$ cat src/rtl/faims_pkg.sv
// Shared definitions for the FAIMS SPI register block: register map, CTRL bits,
// frame layout and deserializer state encoding.
package faims_pkg;

    localparam int FRAME_BITS = 24;
    localparam int HDR_BITS   = 8;

    localparam logic [6:0] ADDR_CTRL     = 7'h00;
    localparam logic [6:0] ADDR_PERIOD   = 7'h01;
    localparam logic [6:0] ADDR_PULSELEN = 7'h02;
    localparam logic [6:0] ADDR_WORK     = 7'h03;
    localparam logic [6:0] ADDR_STATUS   = 7'h04;

    localparam int CTRL_ENABLE = 0;
    localparam int CTRL_RUN    = 1;
    localparam int CTRL_CLRERR = 2;

    localparam logic [9:0] MIN_PERIOD = 10'd4;

    typedef enum logic [1:0] {
        SPI_IDLE = 2'd0,
        SPI_ADDR = 2'd1,
        SPI_DATA = 2'd2,
        SPI_DONE = 2'd3
    } spiState_t;

    typedef struct packed {
        logic        rd;
        logic [6:0]  addr;
        logic [15:0] data;
    } spiFrame_t;

    // Pulse must occupy strictly less than half the period.
    function automatic logic pulseFits(input logic [9:0] period, input logic [9:0] pulseLen);
        return {pulseLen, 1'b0} < {1'b0, period};
    endfunction

endpackage

$ cat src/rtl/faims_spi_shifter.sv
// SPI mode-0 bit deserializer: input synchronizers, edge detect, frame FSM and
// bit count. MISO shifting exists only when FAIMS_SPI_READBACK_EN is defined.
module faims_spi_shifter
    import faims_pkg::*;
(
    input  logic      CLK,
    input  logic      i_reset,
    input  logic      i_sclk,
    input  logic      i_cs_n,
    input  logic      i_mosi,
`ifdef FAIMS_SPI_READBACK_EN
    input  logic [15:0] rdData,
    output logic [6:0]  rdAddr,
    output logic        miso,
`endif
    output logic      frameDone,
    output spiFrame_t frame
);

    logic [1:0] sclkSync, csSync, mosiSync;
    logic       sclkPrev, csPrev;
    logic       sclkRise, csFall, csRise;
    spiState_t  state;
    logic [4:0] bitCnt;

    // CS sync resets to "asserted" so a reset released mid-frame sees no falling
    // edge and waits for the next genuine one.
    always_ff @(posedge CLK or negedge i_reset) begin
        if (!i_reset) begin
            sclkSync <= 2'b00;
            csSync   <= 2'b00;
            mosiSync <= 2'b00;
            sclkPrev <= 1'b0;
            csPrev   <= 1'b0;
        end else begin
            sclkSync <= {sclkSync[0], i_sclk};
            csSync   <= {csSync[0], i_cs_n};
            mosiSync <= {mosiSync[0], i_mosi};
            sclkPrev <= sclkSync[1];
            csPrev   <= csSync[1];
        end
    end

    assign sclkRise = sclkSync[1] & ~sclkPrev;
    assign csFall   = ~csSync[1] & csPrev;
    assign csRise   = csSync[1] & ~csPrev;

    always_ff @(posedge CLK or negedge i_reset) begin
        if (!i_reset) begin
            state     <= SPI_IDLE;
            bitCnt    <= '0;
            frame     <= '0;
            frameDone <= 1'b0;
        end else begin
            frameDone <= 1'b0;
            if (csRise) begin
                state <= SPI_IDLE;
            end else if (csFall) begin
                state  <= SPI_ADDR;
                bitCnt <= '0;
            end else if (sclkRise && (state == SPI_ADDR || state == SPI_DATA)) begin
                frame  <= spiFrame_t'({frame[FRAME_BITS-2:0], mosiSync[1]});
                bitCnt <= bitCnt + 5'd1;
                if (bitCnt == 5'(HDR_BITS - 1))
                    state <= SPI_DATA;
                if (bitCnt == 5'(FRAME_BITS - 1)) begin
                    state     <= SPI_DONE;
                    frameDone <= 1'b1;
                end
            end
        end
    end

`ifdef FAIMS_SPI_READBACK_EN
    logic       sclkFall;
    logic       hdrRd;
    logic [3:0] outIdx;

    assign sclkFall = ~sclkSync[1] & sclkPrev;
    assign outIdx   = 4'(5'd23 - bitCnt);

    always_ff @(posedge CLK or negedge i_reset) begin
        if (!i_reset) begin
            hdrRd  <= 1'b0;
            rdAddr <= '0;
            miso   <= 1'b0;
        end else begin
            if (state == SPI_ADDR && sclkRise && bitCnt == 5'(HDR_BITS - 1))
                {hdrRd, rdAddr} <= {frame[6:0], mosiSync[1]};
            if (state != SPI_DATA)
                miso <= 1'b0;
            else if (sclkFall)
                miso <= hdrRd & rdData[outIdx];
        end
    end
`endif

endmodule

$ cat src/rtl/faims_spi_regs.sv
// FAIMS SPI register block: decode, validation and strobe-aligned commit.
// Define FAIMS_SPI_READBACK_EN to enable register readback on MISO.
module faims_spi_regs
    import faims_pkg::*;
#(
    parameter int DEF_PERIOD   = 250,
    parameter int DEF_PULSELEN = 20,
    parameter int DEF_WORK     = 50
) (
    input  logic       CLK,
    input  logic       i_reset,
    input  logic       i_sclk,
    input  logic       i_cs_n,
    input  logic       i_mosi,
    output logic       o_miso,
    input  logic       i_periodStrobe,
    output logic       o_enable,
    output logic       o_run,
    output logic [9:0] o_parFaimsPeriod,
    output logic [9:0] o_parFaimsPulseLen,
    output logic [7:0] o_parWork,
    output logic       o_err
);

    logic       frameDone;
    spiFrame_t  frame;
    logic       wrEn, reject;
    logic [9:0] shPeriod, shPulse;
    logic [7:0] shWork, rejCnt;

`ifdef FAIMS_SPI_READBACK_EN
    logic [6:0]  rdAddr;
    logic [15:0] rdData;

    always_comb begin
        rdData = 16'h0000;
        case (rdAddr)
            ADDR_CTRL:     rdData = {14'd0, o_run, o_enable};
            ADDR_PERIOD:   rdData = {6'd0, shPeriod};
            ADDR_PULSELEN: rdData = {6'd0, shPulse};
            ADDR_WORK:     rdData = {8'd0, shWork};
            ADDR_STATUS:   rdData = {rejCnt, 7'd0, o_err};
            default:       rdData = 16'h0000;
        endcase
    end
`else
    assign o_miso = 1'b0;
`endif

    faims_spi_shifter uShifter (
        .CLK       (CLK),
        .i_reset   (i_reset),
        .i_sclk    (i_sclk),
        .i_cs_n    (i_cs_n),
        .i_mosi    (i_mosi),
`ifdef FAIMS_SPI_READBACK_EN
        .rdData    (rdData),
        .rdAddr    (rdAddr),
        .miso      (o_miso),
`endif
        .frameDone (frameDone),
        .frame     (frame)
    );

    assign wrEn = frameDone & ~frame.rd;

    // Each timing value is validated against the other's current shadow.
    always_comb begin
        reject = 1'b0;
        if (wrEn) begin
            case (frame.addr)
                ADDR_PERIOD:   reject = (frame.data[9:0] < MIN_PERIOD) || !pulseFits(frame.data[9:0], shPulse);
                ADDR_PULSELEN: reject = !pulseFits(shPeriod, frame.data[9:0]);
                default:       reject = 1'b0;
            endcase
        end
    end

    always_ff @(posedge CLK or negedge i_reset) begin
        if (!i_reset) begin
            o_enable           <= 1'b0;
            o_run              <= 1'b0;
            o_err              <= 1'b0;
            rejCnt             <= '0;
            shPeriod           <= 10'(DEF_PERIOD);
            shPulse            <= 10'(DEF_PULSELEN);
            shWork             <= 8'(DEF_WORK);
            o_parFaimsPeriod   <= 10'(DEF_PERIOD);
            o_parFaimsPulseLen <= 10'(DEF_PULSELEN);
            o_parWork          <= 8'(DEF_WORK);
        end else begin
            if (wrEn) begin
                case (frame.addr)
                    ADDR_CTRL: begin
                        o_enable <= frame.data[CTRL_ENABLE];
                        o_run    <= frame.data[CTRL_RUN];
                        if (frame.data[CTRL_CLRERR]) begin
                            o_err  <= 1'b0;
                            rejCnt <= '0;
                        end
                    end
                    ADDR_PERIOD:   if (!reject) shPeriod <= frame.data[9:0];
                    ADDR_PULSELEN: if (!reject) shPulse  <= frame.data[9:0];
                    ADDR_WORK:     shWork <= frame.data[7:0];
                    default: ;
                endcase
            end
            if (reject) begin
                o_err <= 1'b1;
                if (rejCnt != 8'hFF)
                    rejCnt <= rejCnt + 8'd1;
            end
            // Shadows read here are pre-write values, so a same-cycle write waits for the next strobe.
            if (!o_run || i_periodStrobe) begin
                o_parFaimsPeriod   <= shPeriod;
                o_parFaimsPulseLen <= shPulse;
                o_parWork          <= shWork;
            end
        end
    end

endmodule

$ cat config.mk
export PLATFORM = sky130hd
export DESIGN_NAME = faims_spi_regs
export DESIGN_NICKNAME = d
export VERILOG_FILES = /design/src/rtl/faims_pkg.sv /design/src/rtl/faims_spi_shifter.sv /design/src/rtl/faims_spi_regs.sv
export SDC_FILE = /design/constraint.sdc
export NUM_CORES = 1
export LEC_CHECK = 0
export ABC_CLOCK_PERIOD_IN_PS = 2500
export CAP_MARGIN = 15
export CORE_ASPECT_RATIO = 0.75
export CORE_MARGIN = 3
export CORE_UTILIZATION = 30
export CTS_BUF_LIST = sky130_fd_sc_hd__clkbuf_8
export CTS_CLUSTER_DIAMETER = 50
export CTS_CLUSTER_SIZE = 14
export DETAILED_ROUTE_END_ITERATION = 10
export PLACE_DENSITY = 0.53
export SETUP_SLACK_MARGIN = 0.05
export SLEW_MARGIN = 20
export SYNTH_ARGS = -nofsm -noshare
export SYNTH_HDL_FRONTEND = slang
export SYNTH_SLANG_ARGS = --single-unit
$ cat constraint.sdc
create_clock -name CLK -period 2.5 [get_ports CLK]
set_input_delay 0.375 -clock CLK [delete_from_list [all_inputs] [get_ports CLK]]
set_output_delay 0.375 -clock CLK [all_outputs]
set_load 0.01 [all_outputs]
# --- Word-level counts from Yosys, hierarchy flattened ---
# Cells that the tools add are included.
op_classes:
  n_lt_le_gt_ge: 3
  add_sub_neg: 1
  eq_ne: 7
  reduce_logical: 22
  bitwise_logic: 11
  n_mux: 17
ops:
  columns: ["op", "count"]
  rows:
  - ["11-bit by 10-bit less-than comparator with 1-bit output", 2]
  - ["7-bit by 2-bit equality test with 1-bit output, second input constant", 2]
  - ["3-bit AND reduction", 4]
  - ["10-bit by 3-bit less-than comparator with 1-bit output, second input constant", 1]
  - ["2-bit two-way mux", 5]
  - ["5-bit two-way mux", 2]
  - ["1-bit two-way mux", 9]
  - ["2-bit AND reduction", 4]
  - ["2-bit nonzero test", 4]
  - ["7-bit by 1-bit equality test with 1-bit output, second input constant", 1]
  - ["7-bit logical NOT", 1]
  - ["1-bit NOT", 7]
  - ["5-bit by 1-bit adder with 5-bit output, second input constant", 1]
  - ["5-bit by 3-bit equality test with 1-bit output, second input constant", 1]
  - ["5-bit equality test, second input constant", 1]
  - ["1-bit AND", 4]
  - ["4-bit nonzero test", 1]
  - ["1-bit logical NOT", 3]
  - ["1-bit logical OR", 3]
  - ["3-bit nonzero test", 1]
  - ["2-bit by 1-bit equality test with 1-bit output, second input constant", 1]
  - ["2-bit equality test, second input constant", 1]
  - ["1-bit case mux with 2 select lines", 1]
  - ["1-bit logical AND", 1]
totals:
  ff_bits: 99
  word_cells: 81
  inputBits: 6
  output_inout_bits: 32

# --- Longest topological paths before layout ---
logic_depth:
  depth_word: 7
  depth_mapped: 7
  ltp_nobuf: 7

# --- Cells and area by module ---
# Synthesis repeated with hierarchy kept, for this count alone.
unflattened:
  cells_unflattened: 339
  hier_area_um2: 4445.5
by_module_without_submodules:
  columns: ["mod", "seq_area_each_um2", "cells_per_inst", "area_each_um2", "instances"]
  rows:
  - ["faims_spi_regs", 1503.9, 224, 2770.2, 1]
  - ["faims_spi_shifter", 1001.0, 115, 1675.4, 1]

# --- Least setup slack after synthesis ---
# No wires, ideal clock.
synth_timing:
  path_type: "reg-to-reg"
  startpoint: "register uShifter.frame[6] (netlist name)"
  endpoint: "register shPeriod[0]"
  arrival_ns: 1.958
  t_required_ns: 2.375
  setup_time_ns: 0.125
  n_path_buf: 0
  path_slack_ns: 0.417
  synth_period_minus_slack_ns: 2.083
  stages_incl_launch_ff: 8
  cell_sequence: "dfrtp_1 -> inv_1 -> ha_1 -> a41oi_2 -> o21ai_1 -> a2111oi_4 -> nand2_4 -> mux2_4"
synth_between:
  elab_chain_cells: 7
  word_cells_on_any_way: 10
  cone_classes: "order compare (3); mux (2); bitwise (1); reduce/logical (4)"
synth_rtl:
  columns: ["element", "line", "text"]
  rows:
  - ["11-bit by 10-bit less-than comparator with 1-bit output", "faims_pkg.sv:35", "return {pulseLen, 1'b0} < {1'b0, period};"]
  - ["1-bit logical NOT", "faims_spi_regs.sv:72", "ADDR_PERIOD: reject = (frame.data[9:0] < MIN_PERIOD) || !pulseFits(frame.data[9:0], shPulse);"]
  - ["1-bit logical OR", "faims_spi_regs.sv:72", null]
  - ["1-bit case mux with 2 select lines (*)", "faims_spi_regs.sv:71", "case (frame.addr)"]
  - ["1-bit two-way mux (*)", "faims_spi_regs.sv:70", "if (wrEn) begin"]
  - ["1-bit NOT (no source line) (*)", null, null]
  - ["3-bit AND reduction (no source line) (*)", null, null]
  - ["to (signal assigned)", "faims_spi_regs.sv:85", "shPeriod <= 10'(DEF_PERIOD);"]
  - ["to (signal assigned)", "faims_spi_regs.sv:102", "ADDR_PERIOD: if (!reject) shPeriod <= frame.data[9:0];"]
  - ["to (decl)", "faims_spi_regs.sv:28", "logic [9:0] shPeriod, shPulse;"]
# Every way passes the cells marked *; elsewhere a longest branch is shown, timed or not.
# A chain may end at the register's enable or synchronous reset.

# --- Worst setup path after layout ---
layout_timing:
  startpoint: "register uShifter.frame[5] (netlist name)"
  endpoint: "register shPeriod[0]"
layout_between:
  elab_chain_cells: 7
  word_cells_on_any_way: 10
  cone_classes: "order compare (3); mux (2); bitwise (1); reduce/logical (4)"
layout_rtl:
  columns: ["element", "line"]
  rows:
  - ["11-bit by 10-bit less-than comparator with 1-bit output", "faims_pkg.sv:35"]
  - ["1-bit logical NOT", "faims_spi_regs.sv:72"]
  - ["1-bit logical OR", "faims_spi_regs.sv:72"]
  - ["1-bit case mux with 2 select lines (*)", "faims_spi_regs.sv:71"]
  - ["1-bit two-way mux (*)", "faims_spi_regs.sv:70"]
  - ["1-bit NOT (no source line) (*)", null]
  - ["3-bit AND reduction (no source line) (*)", null]
# Marks and branches as above.

==> results.md <==
- Die area: 0.0158 mm²
- Distinct cell type count after synthesis: 50
- Syn_area_per_cell: 12.9 µm²
- CP Data Arrival Time: 2.56 ns
- Wire per inst: 15.0 µm
- Root Buffer: clkbuf_8
- Slowest stage delay, CP: 0.44 ns
- Max Clock Freq: 432 MHz
- Reg2reg setup slack: 0.19 ns
- Final Hold Slack: 0.358 ns
- Async set or reset register ratio after synthesis: 100%
- Static Leak: about 2.3 nW
- Setup tns final: 0 ns
- Largest family of logic cells by synthesized area: multiplexers
- DRT Pass-1 Iters: 4
- CP max stage cell: dfrtp_1
- Final ANT Viol Nets: 0
- Final Hold Viols: 0
- NumNets Final: 403
- Syn. warnings: 0
- HP Class: register to register
- Seq cells post-synth: 99
- R2r worst-path depth: 7
- Crit Reg-Reg Startpoint: uShifter.frame[5]$_DFFE_PN0P_
- CP Cell Sequence: inv_1, ha_1, a21oi_1, o21ai_1, a2111oi_4, nand2_4, mux2_4
- Total grt overflow: 0
- Die W: 144 µm
- CTS tree: done
- ANT cells: 0
- MaxCap Viol Count: 0
- Worst hold stages: 0
- Hpwl dp: ~6000 µm
- Effective utilization at floorplan: 31.0%
- Rel. slew slack: 56.7%
- H-tree lvl count: 3
- Startpoint class of the critical path: register
- Outcome: completed
- Critical Path Source: uShifter.frame[5]$_DFFE_PN0P_
- Initial DRC Count: 152
- Largest net degree at the start of global routing: 47
- Synth Flop Type: dfrtp_1
- Setup CP Type: register to register
- DRC viols: 0
- Final Skew: 0.00723 ns
- Synth-to-Final Area Change: 17.2%
- Total number of vias: 2564
- Post-synthesis xor/xnor area fraction: 0.203%
- Synth area leaders: dfrtp_1, mux2_2, dfstp_2, ha_1, o21ai_0
- All-Layer GR Usage: between 10% and 20%
- Core box area: about 0.014 mm²
- Post-synthesis simple-gate area fraction: under 10%
- Number of clock sinks: 99
- Yosys top cell area share: 44.8%
- VDD IR-drop max: 0.000245 V
- # setup viols final: 0
- Tmin final: 2.31 ns
- Initial antenna violation count: 0
- Multi-input logic area: approximately 0.0017 mm²
- Adder-Cell Fraction of Synth Area: 6.10%
- Power after layout: 3.33 mW
- # placed instances: around 540
- Post-DP Area: about 0.005 mm²
- Worst-Skew Late Latency: 0.36 ns
- CP Capture Type: register
- Vias in the first global route: 2635
- Hold_sp: uShifter.csSync[0]$_DFF_PN0_
- I/O pin total: 38
- First-pass GRT wire length: about 14000 µm
- Sequential fraction of the synthesis area: around 58%
- Vias per inst: 4.61
- Final wirelength: 8320 µm
- Mapped Cells: 335
- CTS Buf Count: 9
- Ratio of cells with drive above 1 in the final layout: 28.1%
- Synthesized area: ~0.0043 mm²
- Non-filler cells, final: approximately 560
- Register area: around 0.0025 mm²
- Final Cycle Share: 92.5%
- RePlAce Congestion: roughly 0.82
- Power per cell area: between 600 and 700 mW/mm²
- Final Instance Area: 0.00505 mm²
- Synth Area in Compound Gates: 7.61%
- Chip Height: 110 µm
- Post-synthesis mux area share: around 17%
- Port Buf Inserts: 36
- Maximum clock insertion buffer count: 2
- Row cnt: 37
- Crit path required time: 2.75 ns
- RSZ-0062 raised after global routing: false
- Reg clk slew, reported paths: 0.09 ns
- Largest area contributor in the netlist: dfrtp_1
- Fill count: 1357
- Mapped Nets: 362
- Max Slew Vio Count: 0
- Post-synth EDFFs: 0
- Slew @ Worst Pin: 0.647 ns
- Critical path peak fanout: 10
-- repair_timing --
item | CTS | global route
setup buffers | 0 | 0
resized for setup | 0 | 1
endpoints found under the hold margin | 20 | 0
hold buffers | 1 | 0
endpoints found under the setup margin | 0 | 1
-- state kept, by name (all words and copies together) (netlist names) --
register            flops
shPulse                10
uShifter.csSync         2
uShifter.frame         24
o_parWork               8
uShifter.state          2
o_enable                1
o_parFaimsPeriod       10
uShifter.bitCnt         5
o_parFaimsPulseLen     10
uShifter.sclkPrev       1
o_run                   1
uShifter.frameDone      1
uShifter.sclkSync       2
shPeriod               10
uShifter.mosiSync       2
o_err                   1
uShifter.csPrev         1
shWork                  8
-- cells in the final DEF (no fill, tap or decap), drive strengths merged, types with 2 or more instances in the layout --
cell           instances
nand3b                 3
nand4                  3
mux2i                  9
o21ai                 26
nor4                   4
buf                    5
nor3                   4
dfrtp                 77
clkinv                 3
nand2b                 3
clkinvlp               2
inv                   25
a21oi                 10
nor2                   5
a31oi                  2
ha                    21
dfstp                 22
clkdlybuf4s50         35
nand3                  3
mux2                  55
a211oi                 2
o21a                   2
clkbuf                 9
nand2                 30
or2                    2
-- layer usage --
| layer | up-vias | track usage (%) | wire length [µm] |
|---|---|---|---|
| met5 | - | 0 | 0 |
| met4 | 0 | 3.46 | 105 |
| met3 | 7 | 3.30 | 293 |
| met2 | 43 | 15.5 | 3240 |
| met1 | 1251 | 17.7 | 4690 |
| li1 | 1263 | - | - |
-- final timing paths --
kind,to
setup reg to reg,shPeriod[0]$_DFFE_PN0P_
setup / recovery,shPeriod[0]$_DFFE_PN0P_
max in group asynchronous,shPeriod[7]$_DFFE_PN1P_
hold reg to reg,uShifter.csSync[1]$_DFF_PN0_
hold / removal,uShifter.csSync[1]$_DFF_PN0_
min in group asynchronous,o_parWork[3]$_DFFE_PN0P_
-- logic make-up (layout without fill, tap and decap cells) --
logic type      count (synthesis)  in the layout
mux                            64             64
simple gates                   64             64
buf+inv                        34             80
xor+xnor                        1              1
flops                          99             99
fa+ha+maj                      21             21
other cells                     1              1
compound gates                 51             51
-- per-stage QoR --
step,setup slack (ns),utilization [%]
2_1_floorplan,0.417,-
3_3_place_gp,0.151,35.1
3_5_place_dp,0.122,35.1
4_1_cts,0.104,36.3
5_1_grt,0.0605,36.3
6_report,0.188,36.3
-- synth_stat cells, types with 2 or more instances --
| cell | number |
|---|---|
| nand4_1 | 3 |
| nand2_1 | 28 |
| clkbuf_1 | 4 |
| mux2_2 | 54 |
| mux2i_1 | 9 |
| a21oi_1 | 10 |
| nor4_1 | 3 |
| o21ai_0 | 25 |
| inv_1 | 23 |
| nor2_1 | 5 |
| o21a_1 | 2 |
| nand2b_1 | 3 |
| nand3_1 | 2 |
| a211oi_1 | 2 |
| a31oi_1 | 2 |
| dfstp_2 | 22 |
| buf_2 | 5 |
| nand3b_1 | 3 |
| dfrtp_1 | 77 |
| ha_1 | 21 |
| nor3_1 | 3 |
-- critical path, delay by kind of cell (launching register included) --
kind | cells | cell delay [ns]
simple gates | 1 | 0.22
mux | 1 | 0.33
flops | 1 | 0.44
compound gates | 3 | 0.72
fa+ha+maj | 1 | 0.35
buf+inv | 1 | 0.13
-- final cells by class --
class | instances | share of cell area, %
clock buffer | 9 | 2.45
clock inverter | 7 | 0.744
inverter | 23 | 1.71
multi-input combinational | 202 | 33.0
sequential | 99 | 49.7
tap | 175 | 4.34
timing repair buffer | 41 | 8.13
-- where the power goes --
group | switching (mW) | internal [mW] | leakage [nW]
Sequential | 0.105 | 1.69 | 1.26
Clock | 0.531 | 0.350 | 0.0874
Combinational | 0.385 | 0.276 | 0.991
Total | 1.02 | 2.31 | 2.34
Note: power is estimated with default switching activity, not from simulation.
